[config.mk]
export PLATFORM = sky130hd
export DESIGN_NAME = seq_mult_pw
export DESIGN_NICKNAME = d
export VERILOG_FILES = /design/src/rtl/seq_mult_pkg.sv /design/src/rtl/seq_mult_pw.sv
export SDC_FILE = /design/constraint.sdc
export NUM_CORES = 1
export LEC_CHECK = 0
export CAP_MARGIN = 20
export CORE_MARGIN = 8
export CORE_UTILIZATION = 50
export CTS_BUF_LIST = sky130_fd_sc_hd__clkbuf_16
export DETAILED_ROUTE_END_ITERATION = 8
export PLACE_DENSITY = 0.79
export SYNTH_ARGS = -nofsm -noshare
export SYNTH_HDL_FRONTEND = slang
export SYNTH_SLANG_ARGS = --single-unit
[constraint.sdc]
create_clock -name clk -period 6.6 [get_ports clk]
set_input_delay 0.66 -clock clk [delete_from_list [all_inputs] [get_ports clk]]
set_output_delay 0.66 -clock clk [all_outputs]
set_load 0.01 [all_outputs]
[src/rtl/seq_mult_pkg.sv]
// Shared types and helpers for the radix-2 shift-add sequential multiplier.
// Magnitude extraction is width-agnostic so any multiplier width up to 64 bits can reuse it.
package seq_mult_pkg;

    typedef enum logic [0:0] {
        IDLE = 1'b0,
        RUN  = 1'b1
    } state_t;

    localparam int DEFAULT_WIDTH = 4;

    // Returns the low w bits of |value| (or value itself when unsigned).
    // |-2^(w-1)| = 2^(w-1) still fits in w unsigned bits, so no extra bit is needed.
    function automatic logic [63:0] abs_w(
        input logic [63:0] value,
        input int unsigned w,
        input logic        is_signed
    );
        logic [63:0] mask;
        logic [63:0] v;
        logic        msb;
        mask = (w >= 64) ? '1 : ((64'd1 << w) - 64'd1);
        v    = value & mask;
        msb  = |(v & (64'd1 << (w - 1)));
        if (is_signed && msb) begin
            v = (~v + 64'd1) & mask;
        end
        return v;
    endfunction

endpackage

[src/rtl/seq_mult_pw.sv]
// Parametrised sequential multiplier: radix-2 shift-add on operand magnitudes,
// sign restored on the final edge, start/busy/done handshake with a held product.
module seq_mult_pw
    import seq_mult_pkg::*;
#(
    parameter  int WIDTH = DEFAULT_WIDTH,
    localparam int CW    = $clog2(WIDTH + 1)
) (
    input  logic                 clk,
    input  logic                 rst_n,
    input  logic                 start,
    input  logic                 signed_mode,
    input  logic [WIDTH-1:0]     a,
    input  logic [WIDTH-1:0]     b,
    output logic                 busy,
    output logic                 done,
    output logic [2*WIDTH-1:0]   product
);

    state_t               r_state;
    logic [WIDTH-1:0]     r_mag_a;
    logic [WIDTH-1:0]     r_mag_b;
    logic                 r_neg;
    logic [2*WIDTH-1:0]   r_acc;
    logic [CW-1:0]        r_cnt;
    logic                 r_done;
    logic [2*WIDTH-1:0]   r_product;

    logic [WIDTH-1:0]     w_mag_a;
    logic [WIDTH-1:0]     w_mag_b;
    logic                 w_neg;
    logic [2*WIDTH-1:0]   w_addend;
    logic [2*WIDTH-1:0]   w_acc_next;
    logic [2*WIDTH-1:0]   w_result;
    logic                 w_last;

    assign w_mag_a = WIDTH'(abs_w(64'(a), WIDTH, signed_mode));
    assign w_mag_b = WIDTH'(abs_w(64'(b), WIDTH, signed_mode));
    assign w_neg   = signed_mode & (a[WIDTH-1] ^ b[WIDTH-1]);

    // The final iteration's partial product is folded in before the sign is applied,
    // so the product register is written exactly once per operation.
    assign w_addend   = r_mag_b[0] ? ({{WIDTH{1'b0}}, r_mag_a} << r_cnt) : '0;
    assign w_acc_next = r_acc + w_addend;
    assign w_result   = r_neg ? (~w_acc_next + 1'b1) : w_acc_next;
    assign w_last     = (r_cnt == CW'(WIDTH - 1));

    always_ff @(posedge clk or negedge rst_n) begin
        if (!rst_n) begin
            r_state   <= IDLE;
            r_mag_a   <= '0;
            r_mag_b   <= '0;
            r_neg     <= 1'b0;
            r_acc     <= '0;
            r_cnt     <= '0;
            r_done    <= 1'b0;
            r_product <= '0;
        end else begin
            r_done <= 1'b0;
            case (r_state)
                IDLE: begin
                    if (start) begin
                        r_mag_a <= w_mag_a;
                        r_mag_b <= w_mag_b;
                        r_neg   <= w_neg;
                        r_acc   <= '0;
                        r_cnt   <= '0;
                        r_state <= RUN;
                    end
                end
                RUN: begin
                    r_acc   <= w_acc_next;
                    r_mag_b <= r_mag_b >> 1;
                    r_cnt   <= r_cnt + CW'(1);
                    if (w_last) begin
                        r_product <= w_result;
                        r_done    <= 1'b1;
                        r_state   <= IDLE;
                    end
                end
                default: r_state <= IDLE;
            endcase
        end
    end

    assign busy    = (r_state == RUN);
    assign done    = r_done;
    assign product = r_product;

endmodule

[Yosys cells after proc, flatten, opt, wreduce, memory -nomap -nowiden]
Cells that the tools add are included.
Word-level totals
  flip-flop bits (word level): 30
  input bits: 12
  word-level logic and storage cells: 41
  output and inout port bits: 10
Operators by class
  add/sub/neg operators: 5
  muxes and demuxes: 15
  shift-type cells: 1
  bitwise gates (word level): 6
  equal/unequal tests: 2
  reductions and logical operators: 4
Operator list (count)
  8-bit 2-to-1 mux: 3
  8-bit one-hot mux with 2 select lines: 1
  4-bit 2-to-1 mux: 3
  4-bit by 1-bit adder with 4-bit output, second input constant: 2
  8-bit by 1-bit adder with 8-bit output, second input constant: 1
  8-bit adder: 1
  4-bit inverter: 2
  8-bit inverter: 1
  4-bit one-hot mux with 2 select lines: 1
  4-bit by 3-bit left shift with 8-bit output: 1
  3-bit one-hot mux with 2 select lines: 1
  1-bit 2-to-1 mux: 4
  2-bit AND reduction: 2
  3-bit by 1-bit adder with 3-bit output, second input constant: 1
  3-bit by 2-bit equality test with 1-bit output, second input constant: 1
  3-bit 2-to-1 mux: 1
  1-bit logical AND: 2
  2-bit != test, second input constant: 1
  1-bit one-hot mux with 2 select lines: 1
  1-bit AND: 1
  1-bit inverter: 1
  1-bit bitwise XOR: 1

[Depth between registers and ports, before layout]
  depth after elaboration: 6
  gate-level depth with buffers: 12
  gate-level depth less buffers: 11

[Worst setup path before layout]
Ideal clock, no wire load.
  kind: flip-flop to flip-flop
  start point: reg r_cnt[0]
  end point: reg r_product[7] (netlist: product[7])
  buffers on the path: 1
  required time: 6.475 ns
  arrival time: 3.022 ns
  period minus slack after synthesis: 3.147 ns
  slack: 3.453 ns
  library setup time: 0.125 ns
  stages on the path, launching flop included: 13
  cell sequence: dfrtp_1 clkbuf_1 mux2_2 nand2_1 o21ai_0 o211a_1 ha_1 o21ai_1 o211a_1 or4_4 o41ai_2 xor2_1 o21ai_1
Between the ends
  longest elaborated chain between the ends: 6
  elaborated cells between the ends (all ways): 8
  those cells by class: add/sub: 2; eq/ne: 1; shift: 1; mux: 2; bitwise: 1; reduce/logical: 1
Ends and longest elaborated chain
  start: declaration: RTL line seq_mult_pw.sv:25  | logic [CW-1:0] r_cnt;
  start signal: assignment: RTL line seq_mult_pw.sv:74  | r_cnt <= r_cnt + CW'(1);
  4-bit by 3-bit left shift with 8-bit output: RTL line seq_mult_pw.sv:43  | assign w_addend = r_mag_b[0] ? ({{WIDTH{1'b0}}, r_mag_a} << r_cnt) : '0;
  8-bit 2-to-1 mux: RTL line seq_mult_pw.sv:43
  8-bit adder: RTL line seq_mult_pw.sv:44  | assign w_acc_next = r_acc + w_addend;
  8-bit inverter: RTL line seq_mult_pw.sv:45  | assign w_result = r_neg ? (~w_acc_next + 1'b1) : w_acc_next;
  8-bit by 1-bit adder with 8-bit output: RTL line seq_mult_pw.sv:45
  8-bit 2-to-1 mux: RTL line seq_mult_pw.sv:45
  end signal: assignment: RTL line seq_mult_pw.sv:76  | r_product <= w_result;
  end: declaration: RTL line seq_mult_pw.sv:27  | logic [2*WIDTH-1:0] r_product;
Several ways; a longest one is shown, not always the timed one.
A chain may end at the register's enable or synchronous reset.

[Worst setup path after layout]
Same ends and word-level chain as after synthesis.

==> impl_metrics.toml <==
[status]
outcome = "completed"

[hold_path]
hold_class = "reg2reg"

[timing]
skew_ps = 4.93
drv_slew = 0
holdWs_ps = 476
setup_viol = 0
hold_viol = 0
worst_slew_pin_slew_ps = 563
fin_tns_setup_ps = 0
slew_headroom_pct = 62.5
max_freq_mhz = 306
rsz0062_at_grt = "false"
timing.final.crit_share_pct = 49.5
period_minus_slack_ps = 3270

[yosys]
netlist_instances = 213
synthFlopType = "dfrtp_1"
synth-edff-count = 0
yosysSeqAreaShare_pct = 39.8
syn_avg_cell_area_um2 = 8.86
postSynth.asyncResetShare_pct = 100
synth-seq-cells = 30
ys.warnings.count = 0
post_synth_num_cell_types = 39
mappedNetlistArea_mm2 = 0.00189
synth_nets = 238

[pwr]
power.clock.fraction_pct = 20.6
ir_drop_uv = 199
p_sw_share_pct = 39.9
p_leak_nw = 1.06
p_seq_share_pct = 33.2
p_comb_share_pct = 46.2
power.density_mw_per_mm2 = 454
p_sw_uw = 411
intPower_uw = 620

[floorplanning]
initial_core_util_pct = 51.9
rows = 22
dieHeight_um = 77.4
core_area_mm2 = 0.00363
top_level_ports = 22
die_area_mm2 = 0.00600
fp.dieW_um = 77.4

[setup_path]
critPathSlowestCell = "or4_4"
cpPeakStageDelay_ps = 560
crit_buf_inv = 0
start_kind = "register"
path_delay_family = "compound AO/OA/AOI/OAI gates"
cp-end-kind = "register"
path_cells = "mux2_2, nand2_1, o21ai_0, o211a_1, ha_1, o21ai_1, o211a_1, or4_4, o41ai_2, xor2_1, o21ai_1"
worstSetupPathType = "reg2reg"
arrival_ps = 3420
critPathMaxFanout = 9
crit_required_ps = 6750

[global_routing]
grt_overflow = 0
grt_max_degree = 31
antenna_found_initial = 0
grt_usage_pct = 14.2
grt_pass1_vias = 1595
grt_pass1_wl_um = 7000

[finish]
multiInputGateArea_mm2 = 0.00106
area_growth_pct = 20.2
fin_util_pct = 62.4
nets = 258
drive_above_1_share_pct = 6.84
diodes = 0
seq_area_um2 = 751
fillers = 334

[clock_network]
cts_resized = 0
cts_buffer_depth = 2
clk_pin_slew_worst_paths_ps = 50
htreeDepth = 2
root_buffer = "clkbuf_16"
cts.sinks = 30
cts_tree = "done"
cts_buffers = 5
cts_setup_buffers = 0
clk_latency_ps = 280
cts_hold_buffers = 0

[run]
cap_violations = 0

[place]
io_buffers = 21
gp_congestion = 0.849
dp_hpwl_um = 2930

[drt]
first_pass_iters = 4
drtIter0Drc = 90
wirelength_um = 3870
vias = 1541
wl_per_cell_um = 13.7
antenna_left = 0
drc_errors = 0
vias_per_cell = 5.46
==> synthesized netlist by cell type, drive strengths merged, types with 2 or more instances <==
| cell type | count | share of area [%] |
|---|---|---|
| nand2 | 40 | 8.0 |
| dfrtp | 30 | 40 |
| o21ai | 30 | 8.0 |
| ha | 12 | 8.0 |
| inv | 12 | 2.4 |
| clkbuf | 9 | 1.8 |
| nor2 | 9 | 1.8 |
| xor2 | 8 | 3.7 |
| a21oi | 7 | 1.9 |
| nand3 | 6 | 1.6 |
| nor2b | 6 | 2.0 |
| mux2i | 5 | 2.7 |
| a22o | 4 | 1.9 |
| a211oi | 3 | 1.5 |
| nor3 | 3 | 0.80 |
| xnor2 | 3 | 1.4 |
| a21o | 2 | 0.80 |
| and3 | 2 | 0.73 |
| mux2 | 2 | 1.2 |
| o211a | 2 | 1.1 |
| o31ai | 2 | 0.80 |
| o41ai | 2 | 1.3 |
| or2 | 2 | 0.66 |
| or3 | 2 | 0.66 |
==> cells by family (layout without fill, tap and decap cells) <==
group / Yosys count / in the layout / share of synthesized area [%]
xor+xnor: 12 / 12 / 6.37
compound gates: 57 / 57 / 19.2
flops: 30 / 30 / 39.8
mux: 7 / 7 / 3.85
buf+inv: 21 / 42 / 4.18
simple gates: 73 / 73 / 17.6
fa+ha+maj: 13 / 13 / 9.02
==> worst paths after layout <==
path                                 start         end  slack [ps]  depth (start not counted)
worst max-delay path              r_cnt[0]  product[7]        3330                         11
worst min-delay path            product[0]  product[0]         480                          2
worst max register to register    r_cnt[0]  product[7]        3330                         11
worst min register to register  product[0]  product[0]         480                          2
max in group asynchronous            rst_n  r_mag_b[3]        5540                          2
min in group asynchronous            rst_n  product[1]         780                          2
==> placed cells by master, fill, tap and decap left out, drive strengths merged, types with 3 or more instances in the layout <==
cell type / n
o21ai: 30
a22o: 4
dfrtp: 30
xor2: 8
clkdlybuf4s50: 21
clkbuf: 5
ha: 12
a211oi: 3
a21oi: 7
xnor2: 3
nand2: 40
mux2i: 5
inv: 13
nor2: 9
nor3: 3
nor2b: 6
nand3: 6
==> worst register-to-register path, cell delays in order, from the launching register on <==
cell and delay [ps]:
dfrtp_1 500, mux2_2 390, nand2_1 60, o21ai_0 90
o211a_1 240, ha_1 360, o21ai_1 110, o211a_1 210
or4_4 560, o41ai_2 380, xor2_1 180, o21ai_1 70
==> layer usage <==
metal / up-vias / share of wire, % / global-route usage, %
li1: 777 / - / -
met4: 0 / 2.2 / 7.55
met3: 9 / 5.9 / 4.84
met1: 720 / 43 / 15.4
met5: - / 0 / 0
met2: 35 / 48 / 24.1
==> power by group through the flow <==
stage | sequential (mW) | combinational, mW | clock (mW)
floorplan | 0.312 | 0.363 | 0
global placement | 0.341 | 0.464 | 0
detailed placement | 0.344 | 0.476 | 0
CTS | 0.341 | 0.482 | 0.216
global route | 0.353 | 0.549 | 0.223
finish | 0.342 | 0.476 | 0.212
==> registers in the layout, indices dropped and copies added, names as in the netlist <==
name     count
r_neg        1
r_acc        8
busy         1
r_mag_a      4
product      8
r_cnt        3
done         1
r_mag_b      4
==> metrics by stage <==
stage | instances | power (mW) | instance area, um2 | setup slack [ps]
floorplan | 213 | 0.675 | 1890 | 3450
global placement | 274 | 0.805 | 2130 | 3440
detailed placement | 274 | 0.820 | 2130 | 3370
CTS | 282 | 1.04 | 2270 | 3340
global route | 282 | 1.12 | 2270 | 3150
finish | 282 | 1.03 | 2270 | 3330
==> layout make-up <==
cell class | instances | share of cell area [%]
clock inverters | 3 | 0.552
multi-input cells | 162 | 46.6
inverters | 12 | 1.99
repair buffers | 22 | 9.60
flip-flops and latches | 30 | 33.1
well taps | 48 | 2.65
clock buffers | 5 | 5.52
Power figures use the tool's default switching activity.
